$ cat src/rtl/inst_fetch_pkg.sv
// inst_fetch_pkg: shared constants and the buffered fetch entry type
package inst_fetch_pkg;
    localparam int INST_W = 32;
    localparam logic [INST_W-1:0] NOP_INST = 32'h0000_0013;
    localparam logic [INST_W-1:0] PC_INC = 32'd4;

    typedef struct packed {
        logic [INST_W-1:0] pc;
        logic [INST_W-1:0] inst;
    } fetch_entry_t;
endpackage

$ cat src/rtl/inst_fetch_fifo.sv
// fetch_fifo: instruction buffer with synchronous flush and simultaneous push/pop
module fetch_fifo
    import inst_fetch_pkg::*;
#(
    parameter int DEPTH = 2,
    localparam int CW = $clog2(DEPTH + 1)
) (
    input  logic         clk,
    input  logic         rst_n,
    input  logic         flush,
    input  logic         push,
    input  fetch_entry_t push_data,
    input  logic         pop,
    output fetch_entry_t head,
    output logic [CW-1:0] count,
    output logic         empty,
    output logic         full
);
    localparam int AW = $clog2(DEPTH);

    fetch_entry_t mem_q [DEPTH];
    fetch_entry_t mem_d [DEPTH];
    logic [AW-1:0] wr_q, wr_d, rd_q, rd_d;
    logic [CW-1:0] count_q, count_d;
    logic do_push, do_pop;

    // Pointer/count update; a pop frees the slot a same-cycle push needs when full, flush overrides both
    always_comb begin
        empty = count_q == '0;
        full = count_q == CW'(DEPTH);
        count = count_q;
        head = mem_q[rd_q];
        do_pop = pop && !empty;
        do_push = push && (!full || do_pop);
        mem_d = mem_q;
        wr_d = wr_q;
        rd_d = rd_q;
        count_d = count_q;
        if (flush) begin
            wr_d = '0;
            rd_d = '0;
            count_d = '0;
        end else begin
            if (do_push) begin
                mem_d[wr_q] = push_data;
                wr_d = wr_q + 1'b1;
            end
            if (do_pop) rd_d = rd_q + 1'b1;
            count_d = count_q + CW'(do_push) - CW'(do_pop);
        end
    end

    // Storage and pointer registers
    always_ff @(posedge clk or negedge rst_n) begin
        if (!rst_n) begin
            mem_q <= '{default: '0};
            wr_q <= '0;
            rd_q <= '0;
            count_q <= '0;
        end else begin
            mem_q <= mem_d;
            wr_q <= wr_d;
            rd_q <= rd_d;
            count_q <= count_d;
        end
    end
endmodule

$ cat src/rtl/inst_fetch.sv
// inst_fetch: PC, credit-limited imem fetch, redirect flush and decode-side buffer
module inst_fetch
    import inst_fetch_pkg::*;
#(
    parameter logic [31:0] RESET_PC = 32'h0000_0000,
    parameter int FIFO_DEPTH = 2
) (
    input  logic        clk,
    input  logic        rst_n,
    output logic        imem_req_valid,
    input  logic        imem_req_ready,
    output logic [31:0] imem_req_addr,
    input  logic        imem_rsp_valid,
    input  logic [31:0] imem_rsp_data,
    output logic        inst_valid,
    input  logic        inst_ready,
    output logic [31:0] ip_inst,
    output logic [31:0] inst_pc,
    input  logic        redirect_en,
    input  logic [31:0] redirect_pc
);
    localparam int CW = $clog2(FIFO_DEPTH + 1);

    logic [31:0] pc_q, pc_d, rsp_pc_q, rsp_pc_d, last_pc_q, last_pc_d, target;
    logic [CW-1:0] out_q, out_d, drop_q, drop_d, fifo_count;
    logic fifo_empty, fifo_full, accept, rsp_live, push, pop;
    fetch_entry_t head, push_entry;

    // Credit-gated requests, response tagging, drop accounting and output muxing
    always_comb begin
        target = redirect_pc & ~32'h3;
        imem_req_valid = rst_n && !redirect_en &&
                         (({1'b0, fifo_count} + {1'b0, out_q}) < (CW + 1)'(FIFO_DEPTH));
        imem_req_addr = pc_q;
        accept = imem_req_valid && imem_req_ready;
        rsp_live = imem_rsp_valid && (out_q != '0);
        push = rsp_live && (drop_q == '0) && !redirect_en;
        inst_valid = !fifo_empty;
        pop = inst_valid && inst_ready && !redirect_en;
        push_entry = '{pc: rsp_pc_q, inst: imem_rsp_data};
        out_d = out_q + CW'(accept) - CW'(rsp_live);
        pc_d = redirect_en ? target : accept ? pc_q + PC_INC : pc_q;
        rsp_pc_d = redirect_en ? target : push ? rsp_pc_q + PC_INC : rsp_pc_q;
        drop_d = redirect_en ? out_d : (rsp_live && drop_q != '0) ? drop_q - 1'b1 : drop_q;
        ip_inst = inst_valid ? head.inst : NOP_INST;
        inst_pc = inst_valid ? head.pc : last_pc_q;
        last_pc_d = inst_pc;
    end

    // PC, response-PC and counter registers
    always_ff @(posedge clk or negedge rst_n) begin
        if (!rst_n) begin
            pc_q <= RESET_PC;
            rsp_pc_q <= RESET_PC;
            last_pc_q <= RESET_PC;
            out_q <= '0;
            drop_q <= '0;
        end else begin
            pc_q <= pc_d;
            rsp_pc_q <= rsp_pc_d;
            last_pc_q <= last_pc_d;
            out_q <= out_d;
            drop_q <= drop_d;
        end
    end

    fetch_fifo #(.DEPTH(FIFO_DEPTH)) u_fifo (
        .clk       (clk),
        .rst_n     (rst_n),
        .flush     (redirect_en),
        .push      (push),
        .push_data (push_entry),
        .pop       (pop),
        .head      (head),
        .count     (fifo_count),
        .empty     (fifo_empty),
        .full      (fifo_full)
    );

    a_rsp_tracked: assert property (@(posedge clk) disable iff (!rst_n) imem_rsp_valid |-> out_q != '0);
    a_push_fits: assert property (@(posedge clk) disable iff (!rst_n) push |-> !fifo_full || pop);
endmodule

$ cat config.mk
export PLATFORM = sky130hd
export DESIGN_NAME = inst_fetch
export DESIGN_NICKNAME = d
export VERILOG_FILES = /design/src/rtl/inst_fetch_pkg.sv /design/src/rtl/inst_fetch_fifo.sv /design/src/rtl/inst_fetch.sv
export SDC_FILE = /design/constraint.sdc
export NUM_CORES = 1
export LEC_CHECK = 0
export BUFFER_PORTS_ARGS = -buffer_cell sky130_fd_sc_hd__buf_2
export CAP_MARGIN = 20
export CORE_AREA = 2 2 156 158
export DETAILED_ROUTE_END_ITERATION = 10
export DIE_AREA = 0 0 158 160
export PLACE_DENSITY = 0.76
export SLEW_MARGIN = 10
export SYNTH_ARGS = -nofsm -noshare
export SYNTH_HDL_FRONTEND = slang
export SYNTH_HIERARCHICAL = 1
export SYNTH_SLANG_ARGS = --single-unit
$ cat constraint.sdc
create_clock -name clk -period 2.7 [get_ports clk]
set_clock_uncertainty 0.1 [all_clocks]
set_input_delay 0.405 -clock clk [delete_from_list [all_inputs] [get_ports clk]]
set_output_delay 0.405 -clock clk [all_outputs]
set_load 0.02 [all_outputs]
# After elaboration in Yosys (flattened, before gate mapping)

Index checks and enable logic that the tools add are counted.

Logic and storage cells: 75
Output and inout bits: 98
Bits of input ports: 70
Bits in registers: 232

Order comparisons: 4
Mux-type cells: 19
Equality and inequality tests: 1
Add/sub/neg operators: 10
Reductions and logical operators: 26
Bitwise logic cells: 3

Operators by type and width:

| operator                                                                      | number |
|---|---|
| 64-bit 2-to-1 mux                                                             | 4 |
| 32-bit 2-to-1 mux                                                             | 6 |
| 128-bit bitwise mux                                                           | 1 |
| 32-bit by 3-bit adder with 32-bit output (second input constant)              | 2 |
| 64-bit demux with 1-bit select                                                | 1 |
| 2-bit nonzero test                                                            | 7 |
| 1-bit logical AND                                                             | 12 |
| 2-bit 2-to-1 mux                                                              | 3 |
| 2-bit by 1-bit adder with 2-bit output                                        | 2 |
| 2-bit greater-or-equal comparator (second input constant)                     | 2 |
| 2-bit zero test                                                               | 2 |
| 1-bit 2-to-1 mux                                                              | 4 |
| 1-bit inverter with 2-bit output                                              | 2 |
| 2-bit by 1-bit subtractor with 2-bit output                                   | 2 |
| 2-bit by 2-bit adder with 3-bit output                                        | 1 |
| 1-bit zero test                                                               | 3 |
| 3-bit by 2-bit less-than comparator with 1-bit output (second input constant) | 1 |
| 1-bit adder (second input constant)                                           | 2 |
| 2-bit equality test (second input constant)                                   | 1 |
| 2-bit by 1-bit less-than comparator with 1-bit output (second input constant) | 1 |
| 2-bit AND reduction                                                           | 1 |
| 2-bit by 1-bit subtractor with 2-bit output (second input constant)           | 1 |
| 1-bit logical OR                                                              | 1 |
| 1-bit inverter                                                                | 1 |

# Logic depth before layout (Yosys ltp)

Word-level depth: 10
Depth in mapped cells: 13

# By module

The synthesis kept the hierarchy.

By module, submodules not included:

| module     | cells an instance | area each (sq um) | seq. area each (sq um) | instances |
|---|---|---|---|---|
| fetch_fifo | 365               | 5,979.5           | 3,303.2                | 1 |
| inst_fetch | 514               | 5,126.2           | 2,402.3                | 1 |

# Least setup slack after synthesis

Ideal clock, no wire load.

Kind: register -> register
From: reg out_q[0]
To: reg drop_q[1]
Arrival: 2.988 ns
Period minus slack after synthesis: 3.207 ns
Required time: 2.481 ns
Cell stages (with the launch flop): 14
Setup time: 0.119 ns
Slack: -0.507 ns
Cells stage by stage: dfrtp_1 > and2_1 > fa_1 > nor4b_4 > and2_1 > buf_2 > inv_2 > clkbuf_1 > ha_1 > inv_1 > ha_1 > xnor2_1 > xnor2_1 > o21a_1

Longest elaborated chain between the ends: 7
Elaborated cells between the ends (all ways): 11
Classes of those cells: add/sub: 3; order compare: 1; mux: 1; reduce/logical: 6

RTL lines:

| item                                                  | line             | source |
|---|---|---|
| from (decl)                                           | inst_fetch.sv:25 | `logic [CW-1:0] out_q, out_d, drop_q, drop_d, fifo_count;` |
| from (signal assigned)                                | inst_fetch.sv:62 | `out_q <= out_d;` |
| 2-bit by 2-bit adder with 3-bit output                | inst_fetch.sv:33 | `(({1'b0, fifo_count} + {1'b0, out_q}) < (CW + 1)'(FIFO_DEPTH));` |
| 3-bit by 2-bit less-than comparator with 1-bit output | inst_fetch.sv:33 |  |
| 1-bit logical AND                                     | inst_fetch.sv:32 | `imem_req_valid = rst_n && !redirect_en &&` |
| via imem_req_valid                                    | inst_fetch.sv:10 | `output logic imem_req_valid,` |
| 1-bit logical AND                                     | inst_fetch.sv:35 | `accept = imem_req_valid && imem_req_ready;` |
| 2-bit by 1-bit adder with 2-bit output                | inst_fetch.sv:41 | `out_d = out_q + CW'(accept) - CW'(rsp_live);` |
| 2-bit by 1-bit subtractor with 2-bit output           | inst_fetch.sv:41 |  |
| via out_d[1]                                          | inst_fetch.sv:25 |  |
| 2-bit 2-to-1 mux                                      | inst_fetch.sv:44 | `drop_d = redirect_en ? out_d : (rsp_live && drop_q != '0) ? drop_q - 1'b1 : drop_q;` |
| to (signal assigned)                                  | inst_fetch.sv:63 | `drop_q <= drop_d;` |
| to (decl)                                             | inst_fetch.sv:25 |  |

The timed path passes the listed nets, and every way through them passes these cells.
A chain may end at the register's enable or synchronous reset.

# Worst setup path after layout

From: reg out_q[0]
To: reg drop_q[1]

Longest elaborated chain between the ends: 7
Elaborated cells between the ends (all ways): 11
Classes of those cells: add/sub: 3; order compare: 1; mux: 1; reduce/logical: 6

RTL lines:

| item                                                  | line |
|---|---|
| 2-bit by 2-bit adder with 3-bit output                | inst_fetch.sv:33 |
| 3-bit by 2-bit less-than comparator with 1-bit output | inst_fetch.sv:33 |
| 1-bit logical AND                                     | inst_fetch.sv:32 |
| 1-bit logical AND                                     | inst_fetch.sv:35 |
| 2-bit by 1-bit adder with 2-bit output                | inst_fetch.sv:41 |
| 2-bit by 1-bit subtractor with 2-bit output (*)       | inst_fetch.sv:41 |
| via out_d[1]                                          | inst_fetch.sv:25 |
| 2-bit 2-to-1 mux (*)                                  | inst_fetch.sv:44 |

The timed path passes the listed nets; every way through them passes the cells marked *.

==> tab_implementation.tex <==
\begin{tabular}{lr}
\hline
Metric & Value \\
\hline
\multicolumn{2}{l}{\textbf{Yosys}} \\
Post-synthesis instance area & 11100 um2 \\
Yosys Warn Count & 6 \\
Gate count after technology mapping & 878 \\
Average footprint of a synthesized cell & 12.6 um2 \\
\multicolumn{2}{l}{\textbf{Pwr}} \\
Highest ir drop seen on vdd & 359 uV \\
Leakage power & 0.00623 uW \\
Total power density per cell area & 847 nW/um2 \\
Switch Pwr & 3360 uW \\
Fraction of power consumed by sequential logic & 42.8\% \\
Net switching share of the total power & 29.8\% \\
Combinational group share of total power & 27.3\% \\
Int Pwr & 7930 uW \\
Clock network fraction of design power & 29.9\% \\
Total chip power & 11300 uW \\
\multicolumn{2}{l}{\textbf{Hold path}} \\
Hold Crit Endpoint & imem\_req\_addr[22] \\
WHS Path Cells & 3 \\
Min-Delay Path Class & in2reg \\
Critical hold path startpoint & redirect\_pc[22] \\
\multicolumn{2}{l}{\textbf{Global route}} \\
Vias in the first global route & 7601 \\
Global-route usage over all layers & 19.6\% \\
Global-route wire length before repair & 40100 um \\
Maximum number of pins on one net before global-route repair & 173 \\
Overall overflow remaining after global route & 0 \\
Number of antenna violations at the first check in global routing & 0 \\
\multicolumn{2}{l}{\textbf{Clock network}} \\
Clock tree sinks & 228 \\
Longest Clk Path Bufs & 3 \\
Total number of H-tree levels & 1 \\
TritonCTS clock tree & done \\
Root Buffer & clkbuf\_16 \\
Clock insertion delay at the later pin of the skew report & 530 ps \\
CTS clk-pin slew, worst paths & 70 ps \\
Clock buffers created by TritonCTS & 25 \\
\multicolumn{2}{l}{\textbf{Finish}} \\
Growth of design area from synthesis to finish & 20.1\% \\
Final antenna diode count & 0 \\
Multi-input gate area & 5120 um2 \\
Area of all placed cells without fillers & 13300 um2 \\
Final nets & 1135 \\
Sequential cell area & 5710 um2 \\
Share of final-layout standard cells stronger than drive strength 1 & 45.4\% \\
Filler Cell Count & 2001 \\
\multicolumn{2}{l}{\textbf{Floorplanning}} \\
Chip height & 160 um \\
Number of top-level pins & 168 \\
Placeable core area & 23800 um2 \\
Site row count & 57 \\
Starting density of the core & 46.6\% \\
Overall die area & 25300 um2 \\
Horiz. Die Dim & 158 um \\
\multicolumn{2}{l}{\textbf{STA}} \\
Fmax achieved & 0.376 GHz \\
Fraction of the cycle the final worst path needs & 98.4\% \\
Time the final worst path needs with I/O delays and setup & 2660 ps \\
TNS Setup & 0 ps \\
Setup Viol. Count Final & 0 \\
Endpoints failing hold & 0 \\
Max-slew violations & 0 \\
RSZ-0062 raised after global routing & yes \\
Max-slew headroom at the worst pin & 35.9\% \\
Slew at the pin with the worst max-slew slack & 961 ps \\
\multicolumn{2}{l}{\textbf{Routing}} \\
Violation count after the first detailed-route iteration & 572 \\
Via density per instance & 5.43 \\
Final wirelength & 25200 um \\
Routed WL per cell & 18.0 um \\
Iteration count of the initial detailed-routing pass & 5 \\
Vias post-DR & 7603 \\
Post-DRT Antenna Nets & 0 \\
Post-detailed-route DRC marker count & 0 \\
\multicolumn{2}{l}{\textbf{Flow run}} \\
\# Max-Cap Violations & 0 \\
\multicolumn{2}{l}{\textbf{Worst setup path}} \\
Destination of the worst register-to-register timing path & drop\_q[1] \\
Critical path data arrival time & 2970 ps \\
Worst Path Max Fanout & 2 \\
Worst-case register-to-register setup slack & 40 ps \\
Startpoint of the most critical register-to-register path & out\_q[0] \\
Kind of launch point of the worst setup path & flip-flop \\
Crit Path Category & reg2reg \\
Number of cell instances on the worst register-to-register path & 11 \\
Required time at the worst-slack endpoint & 3010 ps \\
Critical path capture point type & flip-flop \\
Launching instance or port of the critical path & out\_q[0] \\
\multicolumn{2}{l}{\textbf{Placed design}} \\
Cell area reported after detailed placement & 12400 um2 \\
Number of I/O port buffers & 163 \\
Detailed-placement wirelength estimate & 16500 um \\
Placer congestion estimate & 0.870 \\
\multicolumn{2}{l}{\textbf{Run status}} \\
Outcome & finished clean \\
\hline
\end{tabular}
## metal layers
layer	global-route usage [%]	wire length, um
met4	4.26	356
met2	31.0	11600
met5	0	0
met3	3.42	1740
met1	28.5	11500
## metrics by stage
step	utilization [%]	worst slack (ps)	hold slack, ps	instances
4_1_cts	55.7	13.9	0.0326	1395
3_5_place_dp	52.1	30.9	375	1344
3_3_place_gp	52.1	64.2	361	1344
2_1_floorplan	-	-358	9.41	883
6_report	56.0	43.4	19.5	1399
5_1_grt	56.0	-54.9	4.61	1399
## flip-flops by register name, summed over array words and instances (netlist names)
name / cells
out_q: 2
drop_q: 2
rsp_pc_q: 30
last_pc_q: 32
u_fifo/rd_q: 1
u_fifo/wr_q: 1
u_fifo/mem_q: 128
imem_req_addr: 30
u_fifo/count: 2
## power by group through the flow
stage	Clock, uW	Sequential, uW	Combinational [uW]
4_1_cts	3450	4820	3080
2_1_floorplan	0	4800	2150
6_report	3380	4830	3080
3_3_place_gp	0	4810	2960
3_5_place_dp	0	4870	3040
5_1_grt	3600	4940	3330
## how the worst max path moves through the flow
stage / cells past startpoint / slack, ps / to
after floorplan: 13 / -360 / drop_q[1]
after detailed placement: 11 / 30 / drop_q[1]
after CTS: 5 / 10 / inst_pc[15]
after global placement: 11 / 60 / drop_q[1]
after global routing: 11 / -50 / drop_q[1]
final: 11 / 40 / drop_q[1]
## cell usage in the layout (no fill, tap or decap), drive strengths merged, types with 2 or more instances in the layout
| cell type | n |
|---|---|
| dfrtp | 228 |
| mux2 | 224 |
| buf | 193 |
| nand2 | 56 |
| o21ai | 48 |
| clkbuf | 33 |
| nor2b | 30 |
| xnor2 | 29 |
| nand3 | 29 |
| nor2 | 26 |
| nand4 | 18 |
| inv | 18 |
| o311ai | 13 |
| nor4 | 12 |
| o211ai | 11 |
| and3 | 10 |
| nor3 | 9 |
| clkinv | 9 |
| a31oi | 7 |
| xor2 | 7 |
| and2 | 7 |
| ha | 7 |
| a21oi | 6 |
| conb | 6 |
| or2 | 5 |
| and4 | 5 |
| or3 | 3 |
| dlygate4sd3 | 3 |
| or4 | 3 |
| a31o | 2 |
| o21a | 2 |
| bufinv | 2 |
| nor4b | 2 |
## layout make-up
cell class,instances,area share [%]
clock buffers,32,5.12
clock inverters,13,0.967
inverters,17,0.498
multi-input cells,588,38.4
flip-flops and latches,228,42.8
well taps,324,3.04
repair buffers,197,9.11
## worst max-delay path: stages, from the launching register on
cell and delay (ps):
dfrtp_2 400, and2_4 140, fa_1 490, nor4b_4 290, and2_4 230, inv_4 40, ha_4 250, inv_2 40
ha_4 150, xnor2_2 130, xnor2_1 140, o21a_1 170
## repair_timing
action	in CTS	in global routing
endpoints found under the setup margin	2	32
gates cloned	0	2
hold endpoints to repair	58	0
pin swaps	0	1
gates resized for setup	0	9
setup buffers	3	2
hold buffers	3	0
Power figures use the tool's default switching activity.
